[config.mk]
export PLATFORM = sky130hd
export DESIGN_NAME = axi_regs
export DESIGN_NICKNAME = d
export VERILOG_FILES = /design/src/rtl/axi_regs.sv
export SDC_FILE = /design/constraint.sdc
export NUM_CORES = 1
export LEC_CHECK = 0
export ABC_AREA = 0
export BUFFER_PORTS_ARGS = -buffer_cell sky130_fd_sc_hd__buf_2
export CAP_MARGIN = 20
export CORE_MARGIN = 8
export CORE_UTILIZATION = 34
export CTS_CLUSTER_DIAMETER = 120
export DETAILED_ROUTE_END_ITERATION = 12
export PLACE_DENSITY_LB_ADDON = 0.2
export SYNTH_ARGS = -nofsm -noshare
export SYNTH_HDL_FRONTEND = slang
export SYNTH_SLANG_ARGS = --single-unit
export TNS_END_PERCENT = 5
[constraint.sdc]
create_clock -name a_clk -period 2.4 [get_ports a_clk]
set_clock_uncertainty 0.05 [all_clocks]
set_input_delay 0 -clock a_clk [delete_from_list [all_inputs] [get_ports a_clk]]
set_output_delay 0 -clock a_clk [all_outputs]
set_load 0.02 [all_outputs]
[src/rtl/axi_regs.sv]
`default_nettype none
// ============================================================================
// Module   : axi_regs
// Brief    : AXI4-Lite control/status register responder: ID, scratch,
//            LED control, 32-bit free-running cycle counter (LO/HI snapshot)
//            and committed-write counter.
// Options  : AXI_REGS_STRB_EN - honour w_strb byte lanes on SCRATCH/LEDS;
//            when undefined every write is a full 16-bit write.
// Revision : 1.0 - initial release
// ============================================================================
module axi_regs #(
    parameter logic [15:0] ID_VALUE = 16'hD3B6
) (
    input  logic        a_clk,
    input  logic        a_rst,
    input  logic        aw_valid,
    output logic        aw_ready,
    input  logic [17:0] aw_addr,
    input  logic [2:0]  aw_prot,
    input  logic        w_valid,
    output logic        w_ready,
    input  logic [15:0] w_data,
    input  logic [1:0]  w_strb,
    output logic        b_valid,
    input  logic        b_ready,
    output logic [1:0]  b_resp,
    input  logic        ar_valid,
    output logic        ar_ready,
    input  logic [17:0] ar_addr,
    input  logic [2:0]  ar_prot,
    output logic        r_valid,
    input  logic        r_ready,
    output logic [15:0] r_data,
    output logic [1:0]  r_resp,
    output logic [3:0]  leds
);

    localparam logic [1:0]  c_OKAY     = 2'b00;
    localparam logic [1:0]  c_DECERR   = 2'b11;
    localparam logic [17:0] c_NUM_REGS = 18'd6;

    // Registered state and next-state values
    logic        aw_ready_q, aw_ready_d, w_ready_q, w_ready_d, ar_ready_q, ar_ready_d;
    logic        b_valid_q, b_valid_d, r_valid_q, r_valid_d;
    logic [1:0]  b_resp_q, b_resp_d, r_resp_q, r_resp_d;
    logic [15:0] r_data_q, r_data_d;
    logic        aw_held_q, aw_held_d, w_held_q, w_held_d;
    logic [17:0] aw_addr_q, aw_addr_d;
    logic [15:0] w_data_q, w_data_d;
    logic [15:0] scratch_q, scratch_d;
    logic [3:0]  ledreg_q, ledreg_d, leds_q, leds_d;
    logic [31:0] cycle_q, cycle_d;
    logic [15:0] hi_snap_q, hi_snap_d, wcount_q, wcount_d;

    // Handshakes and commit qualification
    logic        w_aw_hs, w_w_hs, w_ar_hs, w_have_aw, w_have_w, w_commit, w_wr_ok;
    logic [17:0] w_wr_addr;
    logic [15:0] w_wr_data, w_scratch_new;
    logic [3:0]  w_leds_new;
    logic        w_unused_ok;

    assign w_aw_hs   = aw_valid & aw_ready_q;
    assign w_w_hs    = w_valid & w_ready_q;
    assign w_ar_hs   = ar_valid & ar_ready_q;
    assign w_have_aw = aw_held_q | w_aw_hs;
    assign w_have_w  = w_held_q | w_w_hs;
    // A write commits as soon as both halves are present, fresh or held.
    assign w_commit  = w_have_aw & w_have_w;
    assign w_wr_addr = w_aw_hs ? aw_addr : aw_addr_q;
    assign w_wr_data = w_w_hs ? w_data : w_data_q;
    assign w_wr_ok   = (w_wr_addr < c_NUM_REGS);

`ifdef AXI_REGS_STRB_EN
    logic [1:0] w_strb_q, w_strb_d, w_wr_strb;
    assign w_wr_strb     = w_w_hs ? w_strb : w_strb_q;
    assign w_scratch_new = {w_wr_strb[1] ? w_wr_data[15:8] : scratch_q[15:8],
                            w_wr_strb[0] ? w_wr_data[7:0]  : scratch_q[7:0]};
    assign w_leds_new    = w_wr_strb[0] ? w_wr_data[3:0] : ledreg_q;
    assign w_strb_d      = w_w_hs ? w_strb : w_strb_q;
    assign w_unused_ok   = ^{aw_prot, ar_prot};

    // Strobe hold register, cleared by reset with the other holds
    always_ff @(posedge a_clk) begin
        if (!a_rst) w_strb_q <= 2'b00;
        else        w_strb_q <= w_strb_d;
    end
`else
    assign w_scratch_new = w_wr_data;
    assign w_leds_new    = w_wr_data[3:0];
    assign w_unused_ok   = ^{aw_prot, ar_prot, w_strb};
`endif

    // Next-state for write channel, register file, read channel and counters
    always_comb begin
        aw_held_d = w_commit ? 1'b0 : w_have_aw;
        w_held_d  = w_commit ? 1'b0 : w_have_w;
        aw_addr_d = w_aw_hs ? aw_addr : aw_addr_q;
        w_data_d  = w_w_hs ? w_data : w_data_q;
        b_valid_d = w_commit | (b_valid_q & ~b_ready);
        b_resp_d  = b_resp_q;
        scratch_d = scratch_q;
        ledreg_d  = ledreg_q;
        wcount_d  = wcount_q;
        if (w_commit) begin
            b_resp_d = w_wr_ok ? c_OKAY : c_DECERR;
            if (w_wr_ok) wcount_d = wcount_q + 16'd1;
            if (w_wr_addr == 18'd1) scratch_d = w_scratch_new;
            if (w_wr_addr == 18'd2) ledreg_d  = w_leds_new;
        end

        r_valid_d = w_ar_hs | (r_valid_q & ~r_ready);
        r_data_d  = r_data_q;
        r_resp_d  = r_resp_q;
        hi_snap_d = hi_snap_q;
        if (w_ar_hs) begin
            r_resp_d = c_OKAY;
            case (ar_addr)
                18'd0: r_data_d = ID_VALUE;
                18'd1: r_data_d = scratch_q;
                18'd2: r_data_d = {12'h000, ledreg_q};
                18'd3: begin
                    r_data_d  = cycle_q[15:0];
                    hi_snap_d = cycle_q[31:16];
                end
                18'd4: r_data_d = hi_snap_q;
                18'd5: r_data_d = wcount_q;
                default: begin
                    r_data_d = 16'h0000;
                    r_resp_d = c_DECERR;
                end
            endcase
        end

        // Readies are registered copies of their next-cycle conditions.
        aw_ready_d = ~aw_held_d & ~b_valid_d;
        w_ready_d  = ~w_held_d & ~b_valid_d;
        ar_ready_d = ~r_valid_d;
        cycle_d    = cycle_q + 32'd1;
        leds_d     = ledreg_q;
    end

    // State register with synchronous active-low reset
    always_ff @(posedge a_clk) begin
        if (!a_rst) begin
            aw_ready_q <= 1'b0;
            w_ready_q  <= 1'b0;
            ar_ready_q <= 1'b0;
            b_valid_q  <= 1'b0;
            r_valid_q  <= 1'b0;
            b_resp_q   <= 2'b00;
            r_resp_q   <= 2'b00;
            r_data_q   <= 16'h0000;
            aw_held_q  <= 1'b0;
            w_held_q   <= 1'b0;
            aw_addr_q  <= 18'd0;
            w_data_q   <= 16'h0000;
            scratch_q  <= 16'h0000;
            ledreg_q   <= 4'h0;
            leds_q     <= 4'h0;
            cycle_q    <= 32'd0;
            hi_snap_q  <= 16'h0000;
            wcount_q   <= 16'h0000;
        end else begin
            aw_ready_q <= aw_ready_d;
            w_ready_q  <= w_ready_d;
            ar_ready_q <= ar_ready_d;
            b_valid_q  <= b_valid_d;
            r_valid_q  <= r_valid_d;
            b_resp_q   <= b_resp_d;
            r_resp_q   <= r_resp_d;
            r_data_q   <= r_data_d;
            aw_held_q  <= aw_held_d;
            w_held_q   <= w_held_d;
            aw_addr_q  <= aw_addr_d;
            w_data_q   <= w_data_d;
            scratch_q  <= scratch_d;
            ledreg_q   <= ledreg_d;
            leds_q     <= leds_d;
            cycle_q    <= cycle_d;
            hi_snap_q  <= hi_snap_d;
            wcount_q   <= wcount_d;
        end
    end

    assign aw_ready = aw_ready_q;
    assign w_ready  = w_ready_q;
    assign ar_ready = ar_ready_q;
    assign b_valid  = b_valid_q;
    assign b_resp   = b_resp_q;
    assign r_valid  = r_valid_q;
    assign r_data   = r_data_q;
    assign r_resp   = r_resp_q;
    assign leds     = leds_q;

endmodule
`default_nettype wire

==> summary.md <==
The largest incremental delay on the critical path is 0.54 ns, and the placed wire-length estimate after detailed placement is 12500 um. The post-synthesis cell area was 6440 um^2. The placeable core region is 18600 um^2. Each instance of the synthesized netlist takes up on average 8.77 um^2. Power spread over the standard cell area amounts to 660 nW/um^2.

After synthesis the netlist holds a flip-flop and latch count of 147. The critical path goes through and2_1 -> buf_4 -> o2111a_1 -> nand4_1 -> or4_1 -> a21oi_1. The worst setup path is launched from a register. Across all hold checks on the routed design, the worst slack comes to 0.0542 ns. The sequential power share was 47.1%; the internal power consumption was 4.02 mW.

After detailed routing, the number of remaining DRC violations is 0. STA classifies the critical path endpoint as a register. In this run the core area contains 50 standard-cell rows. Cells with a size suffix above 1 make up 21.9% of the layout. The number of different library cells used by synthesis comes to 52. TritonCTS built the clock tree.

Static timing analysis puts the maximum clock frequency at 0.448 GHz. The run gives 0 as the final count of hold timing violations. The tools report the relative contribution of combinational cells to total power as 8.1%.

The count of port buffers added during placement is 87. The clock latency on the worst-skew pair was 0.43 ns. Setup violations remaining at the end of the flow were counted as 0. At the end of routability-driven placement, the weighted congestion stood at 0.829. The run gives 0 as the max-cap violation count. The slowest stage of the critical path belongs to the cell or4_1. The number of nets still failing antenna checks after routing came out at 0.

The tightest min-delay check is of the primary input to register type. The initial utilization of the core area, before any placement, comes to 34.5%. The proportion of register bits with asynchronous set or reset after synthesis came out at 0%. The dominant cell by count in the synthesized netlist was dfxtp_1.

Counting tap cells, the placed design contains a total of 1032 instances. The run gives 2.54 ns as the data arrival at the endpoint of the critical path. Compared with the post-synthesis result, the final layout area differs by 25.6%.

Ratio of final minimum period to clock period: 93.0%. Number of global-route vias before repair: 5295. For the aggregate global-route resource usage, the log shows 14.9%. Yosys attributes the largest share of cell area to dfxtp_1, nand2_1, a21oi_1.

The run finished with clean final reports. The detailed-route vias per instance was 5.05; the utilization after layout was 43.4%. The clock-pin slew on the worst setup and hold paths came out at 0.06 ns.

The switching share of power was 24.8%. Yosys printed 0 warnings. Counting every net in the synthesized netlist gives 803. The clock root buffer master was clkbuf_16. The critical path start-end classification is register to register. Of the synthesized area, sequential elements account for 45.7%.

The tools report the overall via count from detail_route as 5582. Per report_power, the clock group accounts for 44.7% of the total. The number of antenna violations at the first check in global routing is 1, and the global route total overflow is 0.

Sorting the synthesized cells by how often they occur yields dfxtp_1, nand2_1, a21oi_1, nor2_1, clkbuf_1. Counting flops with a built-in enable in the synthesized netlist gives 0. In this run, post-CTS repair resized a total of 0 instances. The max-slew violation total from the final report is 0, and the tightest slew margin relative to the limit is 60.7%.

The post-synthesis cell type with the largest combined area is dfxtp_1. The required time reported for the critical path endpoint was 2.71 ns; the final critical-path required period was 2.23 ns. CTS built an H-tree with a depth of 4. The largest fanout on the critical path was 9; the count of TritonRoute iterations in the first routing pass was 8. The cell leakage power was 3.08 nW. No sink is reached through more buffers than the 2 on the longest clock path.

The die covers 23600 um^2. After technology mapping, the gate count stands at 734. The I/O pin total came out at 96.

In the final design database the tool counted 927 nets. Setup repair after global routing left no endpoint under its margin. The run gives 17500 um as the total wire length. The first global-routing pass estimated 28000 um of wire. For this run, the number of standard cells in the final layout without fillers is 1106. The TritonCTS sink count was 147.

Entering global routing, the biggest net connects 41 pins. Switching power summed over all nets: 1.32 mW. The run gives 0 ns as the aggregate negative setup slack. The die width is 154 um, and the die boundary height is 154 um. In this run, the number of DRC markers left after iteration 0 of detailed routing was 411. The number of buffers added by the clock tree synthesis step is 17. Share of the synthesized area in the top cell type: 45.7%. The primary flip-flop cell chosen by synthesis mapping was dfxtp_1.

IR analysis of the VDD net gives a maximum drop of 0.499 mV. The slew of the pin with the lowest slew margin works out to 0.589 ns. The routed length per instance was 15.8 um.
-- logic make-up after synthesis --
logic type | Yosys count | synth area share, %
muxes | 44 | 7.38
buffers and inverters | 58 | 4.00
adders and majority gates | 2 | 0.389
AOI/OAI and AO/OA | 141 | 14.0
and+or+nand+nor | 314 | 24.7
DFF | 147 | 45.7
xor gates and xnor gates | 28 | 3.81
-- worst max-delay path, delay by kind of cell, from the launching register on --
kind                   cells  cell delay (ns)
AOI/OAI and AO/OA          2             0.42
buffers and inverters      1             0.19
and+or+nand+nor            3             1.13
DFF                        1             0.37
-- final timing paths --
path,from,to,slack (ns),cells after the start
max,aw_ready,wcount_q[13],0.17,6
min,ar_valid,ar_ready,0.05,3
min reg2reg,r_data[3],r_data[3],0.40,2
max reg2reg,aw_ready,wcount_q[13],0.17,6
-- power groups by stage --
stage	sequential (mW)	combinational [mW]	clock, mW
floorplan	2.58	0.227	0
global placement	2.57	0.383	0
detailed placement	2.57	0.382	0
CTS	2.52	0.433	2.44
global route	2.52	0.478	2.56
finish	2.52	0.434	2.39
-- layout make-up --
type                       instances  area [um^2]
sequential                       147         2940
clock buffer                      20          447
clock inverter                    12         85.1
antenna                            1         2.50
fill                            1870        10600
tap                              234          293
inverter                          10         37.5
multi-input combinational        529         3240
timing repair buffer             153         1040
-- per-stage QoR --
step,power (mW),setup WS [ns],area [um^2]
global route,5.56,0.00931,8090
detailed placement,2.95,0.0861,7130
CTS,5.39,0.0869,8070
finish,5.34,0.169,8090
floorplan,2.81,0.190,6440
global placement,2.95,0.126,7130
-- state kept, by name (all words and copies together), names as in the netlist --
register   cells
ar_ready       1
hi_snap_q     16
w_held_q       1
w_data_q      16
aw_held_q      1
scratch_q     16
aw_addr_q     18
b_valid        1
aw_ready       1
r_resp         1
ledreg_q       4
cycle_q       32
r_valid        1
r_data        16
b_resp         1
w_ready        1
leds           4
wcount_q      16
-- layout by cell type (no fill, tap or decap), drive strengths merged, types with 18 or more instances in the layout --
master	netlist	final
nor2	49	49
nand2	125	125
a21oi	67	67
buf	14	113
clkbuf	34	20
and2	24	24
dfxtp	147	147
nand3	28	28
dlygate4sd3	0	40
mux2	28	28
o21ai	18	18
xor2	18	18
nand4	18	18
-- timing repair --
item / CTS / global route
buffers inserted: 0 / 1
hold endpoints to repair: 50 / 0
setup endpoints to repair: 0 / 16
hold buffers: 40 / 0
-- routing by layer --
layer / share of wire (%) / vias up / global-route usage [%]
li1: - / 2835 / -
met1: 50 / 2575 / 20.9
met2: 41 / 150 / 20.8
met3: 6.7 / 22 / 4.23
met4: 1.9 / 0 / 6.21
met5: 0 / - / 0
Power figures use the tool's default switching activity.
